<file path="src/rtl/imem_loader_pkg.sv">
// Shared definitions for the instruction-memory loader: FSM encodings, stream
// framing constants and the per-state status decode.
// Build option: IMEM_LOADER_CHECKSUM_EN adds a trailing 8-bit checksum byte.
package imem_loader_pkg;

    localparam int unsigned HdrBytes     = 2;
    localparam int unsigned BytesPerWord = 4;
    localparam int unsigned ByteCntW     = 2;

    localparam logic [ByteCntW-1:0] HdrLast  = ByteCntW'(HdrBytes - 1);
    localparam logic [ByteCntW-1:0] WordLast = ByteCntW'(BytesPerWord - 1);

`ifdef IMEM_LOADER_CHECKSUM_EN
    typedef enum logic [2:0] {
        StIdle  = 3'd0,
        StHdr   = 3'd1,
        StData  = 3'd2,
        StCksum = 3'd3,
        StDone  = 3'd4,
        StErr   = 3'd5
    } state_e;

    // State entered once the last word (or an empty header) has been consumed.
    localparam state_e StTail = StCksum;
`else
    typedef enum logic [2:0] {
        StIdle  = 3'd0,
        StHdr   = 3'd1,
        StData  = 3'd2,
        StDone  = 3'd4,
        StErr   = 3'd5
    } state_e;

    localparam state_e StTail = StDone;
`endif

    typedef struct packed {
        logic rx_ready;
        logic busy;
        logic done;
        logic error;
        logic core_reset;
    } status_t;

    // Status flags that belong to each state; registered alongside the state.
    function automatic status_t status_of(state_e s);
        status_t st;
        st = '{rx_ready: 1'b0, busy: 1'b0, done: 1'b0, error: 1'b0, core_reset: 1'b1};
        case (s)
            StHdr, StData: begin
                st.rx_ready = 1'b1;
                st.busy     = 1'b1;
            end
`ifdef IMEM_LOADER_CHECKSUM_EN
            StCksum: begin
                st.rx_ready = 1'b1;
                st.busy     = 1'b1;
            end
`endif
            StDone: begin
                st.done       = 1'b1;
                st.core_reset = 1'b0;
            end
            StErr: begin
                st.error = 1'b1;
            end
            default: begin
            end
        endcase
        return st;
    endfunction

endpackage

</file>
<file path="src/rtl/imem_loader_pack.sv">
// Byte counter and little-endian byte-to-word shift register. The first byte
// of a word lands in bits 7:0; a completed word is presented with a one-cycle
// word_valid_o in the cycle after its fourth byte is accepted.
module imem_loader_pack
    import imem_loader_pkg::*;
(
    input  logic                clk_i,
    input  logic                rst_i,
    input  logic                clear_i,
    input  logic                byte_en_i,
    input  logic [7:0]          byte_i,
    output logic                word_valid_o,
    output logic [31:0]         word_o,
    output logic [ByteCntW-1:0] byte_cnt_o,
    output logic [7:0]          hdr_lo_o
);

    logic [ByteCntW-1:0] cnt_q, cnt_d;
    logic [31:0]         shreg_q, shreg_d;
    logic [31:0]         word_q, word_d;
    logic                word_valid_q, word_valid_d;

    // Shift in accepted bytes; clear wins over a same-cycle byte.
    always_comb begin
        cnt_d        = cnt_q;
        shreg_d      = shreg_q;
        word_d       = word_q;
        word_valid_d = 1'b0;
        if (clear_i) begin
            cnt_d   = '0;
            shreg_d = '0;
        end else if (byte_en_i) begin
            shreg_d = {byte_i, shreg_q[31:8]};
            cnt_d   = cnt_q + ByteCntW'(1);
            if (cnt_q == WordLast) begin
                word_d       = {byte_i, shreg_q[31:8]};
                word_valid_d = 1'b1;
            end
        end
    end

    // Pack state registers.
    always_ff @(posedge clk_i or posedge rst_i) begin
        if (rst_i) begin
            cnt_q        <= '0;
            shreg_q      <= '0;
            word_q       <= '0;
            word_valid_q <= 1'b0;
        end else begin
            cnt_q        <= cnt_d;
            shreg_q      <= shreg_d;
            word_q       <= word_d;
            word_valid_q <= word_valid_d;
        end
    end

    assign word_valid_o = word_valid_q;
    assign word_o       = word_q;
    assign byte_cnt_o   = cnt_q;
    // After one header byte the shift register holds it in the top lane.
    assign hdr_lo_o     = shreg_q[31:24];

endmodule

</file>
<file path="src/rtl/imem_loader.sv">
// Instruction-memory loader: receives a length-prefixed little-endian byte
// stream, writes it word by word into instruction memory and holds the core
// in reset until a load completes.
// Build option: IMEM_LOADER_CHECKSUM_EN adds a trailing modulo-256 checksum byte.
module imem_loader
    import imem_loader_pkg::*;
#(
    parameter int unsigned ADDR_WIDTH = 10
) (
    input  logic                  clock,
    input  logic                  reset,
    input  logic                  start,
    input  logic                  rx_valid,
    input  logic [7:0]            rx_data,
    output logic                  rx_ready,
    output logic                  imem_we,
    output logic [ADDR_WIDTH-1:0] imem_addr,
    output logic [31:0]           imem_wdata,
    output logic                  core_reset,
    output logic                  busy,
    output logic                  done,
    output logic                  error,
    output logic [ADDR_WIDTH:0]   words_loaded
);

    localparam int unsigned MaxWords = 1 << ADDR_WIDTH;
    localparam int unsigned CntW     = ADDR_WIDTH + 1;

    state_e                state_q, state_d;
    status_t               status_q;
    logic [CntW-1:0]       words_q, words_d;
    logic [CntW-1:0]       n_q, n_d;
    logic [ADDR_WIDTH-1:0] addr_q, addr_d;
`ifdef IMEM_LOADER_CHECKSUM_EN
    logic [7:0]            sum_q, sum_d;
`endif

    logic                  accept;
    logic                  pack_en;
    logic                  pack_clear;
    logic                  word_valid;
    logic [31:0]           word;
    logic [ByteCntW-1:0]   byte_cnt;
    logic [7:0]            hdr_lo;
    logic [15:0]           hdr;

    assign accept = rx_valid && status_q.rx_ready;
    assign hdr    = {rx_data, hdr_lo};

    imem_loader_pack u_pack (
        .clk_i        (clock),
        .rst_i        (reset),
        .clear_i      (pack_clear),
        .byte_en_i    (pack_en),
        .byte_i       (rx_data),
        .word_valid_o (word_valid),
        .word_o       (word),
        .byte_cnt_o   (byte_cnt),
        .hdr_lo_o     (hdr_lo)
    );

    // Next-state, counters and pack control for the load sequence.
    always_comb begin
        state_d    = state_q;
        words_d    = words_q;
        n_d        = n_q;
        addr_d     = addr_q;
        pack_en    = 1'b0;
        pack_clear = 1'b0;
`ifdef IMEM_LOADER_CHECKSUM_EN
        sum_d      = sum_q;
`endif
        case (state_q)
            StIdle, StDone, StErr: begin
                if (start) begin
                    state_d    = StHdr;
                    words_d    = '0;
                    pack_clear = 1'b1;
`ifdef IMEM_LOADER_CHECKSUM_EN
                    sum_d      = '0;
`endif
                end
            end
            StHdr: begin
                pack_en = accept;
                if (accept && byte_cnt == HdrLast) begin
                    // Realign the byte counter so data words start at lane 0.
                    pack_clear = 1'b1;
                    if (hdr == 16'd0) begin
                        state_d = StTail;
                    end else if (32'(hdr) > MaxWords) begin
                        state_d = StErr;
                    end else begin
                        state_d = StData;
                        n_d     = CntW'(hdr);
                    end
                end
            end
            StData: begin
                pack_en = accept;
                if (accept) begin
`ifdef IMEM_LOADER_CHECKSUM_EN
                    sum_d = sum_q + rx_data;
`endif
                    if (byte_cnt == WordLast) begin
                        words_d = words_q + CntW'(1);
                        addr_d  = words_q[ADDR_WIDTH-1:0];
                        if (words_d == n_q) begin
                            state_d = StTail;
                        end
                    end
                end
            end
`ifdef IMEM_LOADER_CHECKSUM_EN
            StCksum: begin
                if (accept) begin
                    state_d = (rx_data == sum_q) ? StDone : StErr;
                end
            end
`endif
            default: begin
                state_d = StIdle;
            end
        endcase
    end

    // FSM state with its status flags registered from the next state.
    always_ff @(posedge clock or posedge reset) begin
        if (reset) begin
            state_q  <= StIdle;
            status_q <= status_of(StIdle);
            words_q  <= '0;
            n_q      <= '0;
            addr_q   <= '0;
`ifdef IMEM_LOADER_CHECKSUM_EN
            sum_q    <= '0;
`endif
        end else begin
            state_q  <= state_d;
            status_q <= status_of(state_d);
            words_q  <= words_d;
            n_q      <= n_d;
            addr_q   <= addr_d;
`ifdef IMEM_LOADER_CHECKSUM_EN
            sum_q    <= sum_d;
`endif
        end
    end

    assign rx_ready     = status_q.rx_ready;
    assign busy         = status_q.busy;
    assign done         = status_q.done;
    assign error        = status_q.error;
    assign core_reset   = status_q.core_reset;
    assign imem_we      = word_valid;
    assign imem_wdata   = word;
    assign imem_addr    = addr_q;
    assign words_loaded = words_q;

endmodule

</file>
<file path="config.mk">
export PLATFORM = sky130hd
export DESIGN_NAME = imem_loader
export DESIGN_NICKNAME = d
export VERILOG_FILES = /design/src/rtl/imem_loader_pkg.sv /design/src/rtl/imem_loader_pack.sv /design/src/rtl/imem_loader.sv
export SDC_FILE = /design/constraint.sdc
export NUM_CORES = 1
export LEC_CHECK = 0
export ABC_AREA = 1
export CAP_MARGIN = 20
export CELL_PAD_IN_SITES_DETAIL_PLACEMENT = 0
export CELL_PAD_IN_SITES_GLOBAL_PLACEMENT = 2
export CORE_ASPECT_RATIO = 1.4
export CORE_MARGIN = 2
export CORE_UTILIZATION = 35
export CTS_CLUSTER_DIAMETER = 60
export DETAILED_ROUTE_END_ITERATION = 10
export DONT_BUFFER_PORTS = 1
export GPL_TIMING_DRIVEN = 0
export PLACE_DENSITY_LB_ADDON = 0.1
export SLEW_MARGIN = 0
export SYNTH_ARGS = -nofsm -noshare
export SYNTH_HDL_FRONTEND = slang
export SYNTH_HIERARCHICAL = 1
export SYNTH_SLANG_ARGS = --single-unit
</file>
<file path="constraint.sdc">
create_clock -name clock -period 2.1 [get_ports clock]
set_clock_uncertainty 0.15 [all_clocks]
set_input_delay 0.42 -clock clock [delete_from_list [all_inputs] [get_ports clock]]
set_output_delay 0.42 -clock clock [all_outputs]
set_load 0.03 [all_outputs]
</file>
=== Yosys cells after proc, flatten, opt, wreduce, memory -nomap -nowiden ===
Cells that the tools add are included.

* Flip-flop bits (word level): 107
* Bits of input ports: 12
* Output and inout bits: 59
* Logic and storage cells: 73

* Add/subtract/negate cells: 2
* Magnitude comparators: 1
* Equality and inequality tests: 14
* Muxes and demuxes: 27
* Bitwise logic cells: 3
* Reduce and logical (&&, ||, !) cells: 13

{| class="wikitable"
|+ Operators by type and width
! cell !! count
|-
| $mux W32 || 2
|-
| $mux W11 || 3
|-
| $pmux W11 S2 || 1
|-
| $mux W3 || 7
|-
| $gt A16 B11 Y1 const B || 1
|-
| $logic_not A16 Y1 || 1
|-
| $eq A3 B3 Y1 const B || 4
|-
| $add A11 B1 Y11 const B || 1
|-
| $eq A11 B11 Y1 || 1
|-
| $mux W1 || 9
|-
| $pmux W3 S3 || 1
|-
| $reduce_and A4 Y1 || 2
|-
| $eq A3 B1 Y1 const B || 2
|-
| $eq A3 B2 Y1 const B || 2
|-
| $mux W2 || 3
|-
| $ne A2 B2 Y1 const B || 3
|-
| $reduce_and A3 Y1 || 2
|-
| $reduce_bool A2 Y1 || 2
|-
| $reduce_or A2 Y1 || 2
|-
| $logic_not A3 Y1 || 1
|-
| $not A1 Y1 || 3
|-
| $reduce_or A3 Y1 || 1
|-
| $add A2 B1 Y2 const B || 1
|-
| $eq A2 B1 Y1 const B || 1
|-
| 3 further kinds || 4
|}

=== Depth between registers and ports, before layout ===
* Word-level depth: 9
* Mapped depth: 15
* Depth with buffers taken out: 15

=== Modules after synthesis ===
The synthesis kept the hierarchy.

{| class="wikitable"
|+ By module, submodules not included
! module !! instances !! cells an instance !! area an instance (sq um) !! sequential area each (sq um)
|-
| imem_loader_pack || 1 || 269 || 2940.3 || 1476.4
|-
| imem_loader || 1 || 292 || 2130.8 || 977.2
|}

=== Worst setup path before layout ===
No wires, ideal clock.

* Path type: reg-to-reg
* Start point: reg words_q[0], in the netlist words_loaded[0]
* End point: reg status_q, in the netlist done
* Setup time: 69 ps
* Arrival time: 1818 ps
* Data required time: 1881 ps
* Path slack: 63 ps
* Cell stages (with the launch flop): 14
* Buffers on the path: 0
* Clock period less this slack: 2037 ps
* Path through: dfrtp_1 > ha_1 > nand2_1 > nor2_1 > nand2_1 > nand3_1 > nand2_1 > nor2_1 > nand2_1 > nor2_1 > nand4_1 > nand2_1 > nand3_1 > nor2_2

* Longest elaborated chain between the ends: 8

{| class="wikitable"
|+ RTL lines
! what !! RTL line !! source
|-
| start, declared || imem_loader.sv:31 || <nowiki>logic [CntW-1:0] words_q, words_d;</nowiki>
|-
| start signal, assigned || imem_loader.sv:141 || <nowiki>words_q <= words_d;</nowiki>
|-
| $add A11 B1 Y11 || imem_loader.sv:106 || <nowiki>words_d = words_q + CntW'(1);</nowiki>
|-
| $eq A11 B11 Y1 || imem_loader.sv:108 || <nowiki>if (words_d == n_q) begin</nowiki>
|-
| $mux W3 || imem_loader.sv:108 ||
|-
| $mux W3 || imem_loader.sv:105 || <nowiki>if (byte_cnt == WordLast) begin</nowiki>
|-
| $mux W3 || imem_loader.sv:101 || <nowiki>if (accept) begin</nowiki>
|-
| $pmux W3 S3 || imem_loader.sv:73 || <nowiki>case (state_q)</nowiki>
|-
| $eq A3 B3 Y1 || imem_loader_pkg.sv:49 || <nowiki>case (s)</nowiki>
|-
| $mux W1 || imem_loader_pkg.sv:49 ||
|-
| end signal, assigned || imem_loader.sv:131 || <nowiki>status_q <= status_of(StIdle);</nowiki>
|-
| end signal, assigned || imem_loader.sv:140 || <nowiki>status_q <= status_of(state_d);</nowiki>
|-
| end, declared || imem_loader.sv:30 || <nowiki>status_t status_q;</nowiki>
|}

No other way between the ends.
A chain may end at the register's enable or synchronous reset.

=== Worst setup path in the final report ===
* Start point: reg words_q[0], in the netlist words_loaded[0]
* End point: reg status_q, in the netlist done

* Longest elaborated chain between the ends: 8

{| class="wikitable"
|+ RTL lines
! what !! RTL line !! source
|-
| $add A11 B1 Y11 || imem_loader.sv:106 ||
|-
| $eq A11 B11 Y1 || imem_loader.sv:108 ||
|-
| $mux W3 || imem_loader.sv:108 ||
|-
| $mux W3 || imem_loader.sv:105 ||
|-
| $mux W3 || imem_loader.sv:101 ||
|-
| $pmux W3 S3 || imem_loader.sv:73 ||
|-
| named net state_d[2] || imem_loader.sv:29 || <nowiki>state_e state_q, state_d;</nowiki>
|-
| $eq A3 B3 Y1 || imem_loader_pkg.sv:49 ||
|-
| $mux W1 || imem_loader_pkg.sv:49 ||
|}

The timed path passes the listed nets, and every way through them passes these cells.

==> metrics.csv <==
stage;metric;value;unit
run_status;outcome;complete, but fails checks;
run_status;violations;hold timing, setup timing;
layout;final_cell_area;0.00590;mm²
yosys;synthSimpleGateAreaFrac;37.4;%
clocking;cts_buffers;9;
layout;area.sequential;0.00247;mm²
sta;max_freq;456;MHz
placement;placed_cell_area;0.00533;mm²
power;p_leak;0.00278;µW
yosys;synth-compound-area-share;4.00;%
grt;grt.busiest_layer;met2;
placement;place_congestion;0.817;
grt;grt_pass1_wl;21200;µm
clocking;ctsLongestPathBuffers;2;
sta;worstMarginPinSlew;0.842;ns
sta;hold_slack;-0.0429;ns
yosys;syn_area;0.00507;mm²
critical_path;cp.required;2.24;ns
critical_path;crit_arrival;2.33;ns
layout;layout_common_cells;nand2_1 (141), dfrtp_1 (85), nand4_1 (38), nand2_2 (37), nand3_1 (36);
grt;grt_start_max_net_pins;40;
routing;viasPerCell;4.76;
flow_run;maxCapViolations;0;
critical_path;crit_path_top_delay_cell;dfrtp_2;
grt;antenna_found_initial;0;
layout;final_nets;600;
power;peakVddDrop;0.703;mV
critical_path;cpLargestDelayFamily;simple AND/OR/NAND/NOR gates;
sta;fin_crit;2.19;ns
critical_path;cp-end-kind;flop;
sta;maxSlewHeadroom;43.8;%
critical_path;critical_path.startpoint_type;flop;
routing;vias;3711;
power;p_per_area;1170;mW/mm²
sta;timing.final.ws_setup;-0.0921;ns
floorplan;rows;52;
yosys;async_flop_share;100;%
sta;hold_viol_final;38;
layout;antennaDiodeCount;0;
sta;finalCritPeriodShare;104;%
floorplan;core;0.0143;mm²
clocking;cts_root_buf;clkbuf_16;
yosys;synth.area.mux_share;0;%
clocking;clock_sinks;98;
routing;drc;0;
grt;grt_util_all_layers;17.8;%
sta;setup_tns;-0.384;ns
yosys;synth_xor_area_share;0.173;%
clocking;htree_levels;3;
placement;hpwl;9990;µm
clocking;insertion_delay;0.35;ns
yosys;synth_cell_types;32;
routing;wl_per_cell;17.0;µm
sta;rsz0062_at_grt;yes;
critical_path;cpMostUsedCell;nand2_1;
yosys;yosysWarningCount;6;
routing;finalWirelength;13300;µm
clocking;cts_tree;built;
yosys;syn-instance-count;561;
routing;drtIter0Drc;93;
critical_path;cpPeakStageDelay;0.54;ns
floorplan;die_h;146;µm
critical_path;path_cells;ha_4 -> nand3_4 -> nor2_4 -> nand2_1 -> nand3_1 -> nand2_1 -> nor2_1 -> nand2_1 -> nor2_2 -> nand3_2 -> nand2_2 -> inv_2 -> nor2_2;
layout;final_common_cell;nand2_1;
layout;multiInputGateArea;0.00222;mm²
power;power;6900;µW
sta;setup_viol;6;
critical_path;critPathKind;reg2reg;
grt;use_met3;3.62;%
critical_path;cp.buffers_inverters;1;
yosys;synth_top_family_by_area;simple AND/OR/NAND/NOR gates;
critical_path;crit_fanout;6;
yosys;synth_nets;575;
clocking;cts.clk_slew.worst_paths;0.08;ns
floorplan;io_pins;71;
yosys;synthFlopType;dfrtp_1;
grt;grt.overflow.total;0;
routing;ant_nets;0;
floorplan;initial_core_util;35.4;%
grt;globalRouteMet1Util;18.8;%
layout;area_growth;16.3;%
routing;first_pass_iters;4;
sta;final_max_slew_viol_count;0;
grt;grt_pass1_vias;3775;
grt;met2_usage;34.6;%
floorplan;die_x;106;µm
placement;port_buffers;0;
yosys;synth-seq-cells;98;
floorplan;die-area;0.0155;mm²
yosys;syn_avg_cell_area;9.04;µm²
layout;nFillCells;1473;
layout;layout-drive-gt1-share;32.8;%
yosys;synth_fa_ha_area_share;0.493;%
yosys;synth-edff-count;0;
yosys;ys_seq_area_share;48.4;%
worst_hold_path;hold_class;in2async;
per-layer routing:
metal,vias to the layer above,routed length (µm),share of wire [%]
li1,1866,-,-
met1,1779,5020,38
met2,55,7680,58
met3,11,411,3.1
met4,0,187,1.4
met5,-,0,0
metrics by stage:
| stage | setup slack, ns | utilization [%] | cells |
|---|---|---|---|
| after floorplan | 0.0627 | - | 561 |
| after detailed placement | -0.451 | 37.2 | 751 |
| final | -0.0921 | 41.2 | 780 |
| after global placement | -0.680 | 37.1 | 750 |
| after CTS | -0.142 | 39.9 | 769 |
| after global routing | -0.266 | 41.2 | 780 |
sequential cells by signal, indices dropped and copies added (netlist names):
register and count:
u_pack/word_o 32, u_pack/shreg_q 24, n_q 11, words_loaded 11, imem_addr 10, state_q 3, u_pack/byte_cnt_o 2, busy 1
core_reset 1, done 1, error 1, u_pack/word_valid_o 1
kinds of logic (layout without fill, tap and decap cells):
logic type,Yosys count,after routing
buf+inv,82,112
compound gates,37,37
flops,98,98
fa+ha+maj,2,2
xor+xnor,1,1
simple gates,341,341
timing repair:
item | in CTS | in global routing
setup buffers | 1 | 9
gates cloned | 0 | 2
setup endpoints to repair | 49 | 94
hold buffers | 1 | 0
hold endpoints to repair | 27 | 0
pin swaps | 8 | 13
gates resized for setup | 19 | 40
area by class of cell:
cell class,count,area share (%)
clock inverters,6,1.25
repair buffers,14,2.40
inverters,46,3.01
clock buffers,10,3.88
multi-input cells,381,37.7
well taps,189,4.01
flip-flops and latches,98,41.9
plain buffers,36,5.88
worst paths after layout:
check                                   start                 end  slack (ns)  cells past startpoint
setup / recovery              words_loaded[0]                done       -0.09                     13
hold / removal                          reset                busy       -0.04                      1
setup reg to reg              words_loaded[0]                done       -0.09                     13
hold reg to reg            u_pack/shreg_q[10]  u_pack/shreg_q[10]        0.33                      2
max in group asynchronous               reset  u_pack/shreg_q[26]        0.73                      3
min in group clock                 rx_data[0]              n_q[8]        0.03                      2
cell usage after synthesis, types with 4 or more instances:
| cell type | instances | area share [%] |
|---|---|---|
| dfrtp_1 | 97 | 48 |
| nor2_2 | 4 | 0.49 |
| nand3_1 | 41 | 4.0 |
| buf_2 | 12 | 1.2 |
| o21ai_0 | 23 | 2.3 |
| nand2_4 | 29 | 6.4 |
| buf_12 | 5 | 2.0 |
| nand2_1 | 146 | 11 |
| buf_6 | 4 | 0.89 |
| o22ai_1 | 6 | 0.74 |
| nand4_1 | 38 | 4.7 |
| nor2_1 | 23 | 1.7 |
| inv_1 | 43 | 3.2 |
| nand3_2 | 17 | 3.4 |
| nand2_2 | 32 | 3.9 |
| buf_4 | 11 | 1.6 |
where the power goes:
part           switching [µW]  internal (µW)  total (µW)  leakage (µW)
Combinational            1180            870        2050       0.00133
Sequential                818           2310        3130       0.00131
Clock                     784            943        1730      0.000142
Power figures use the tool's default switching activity.
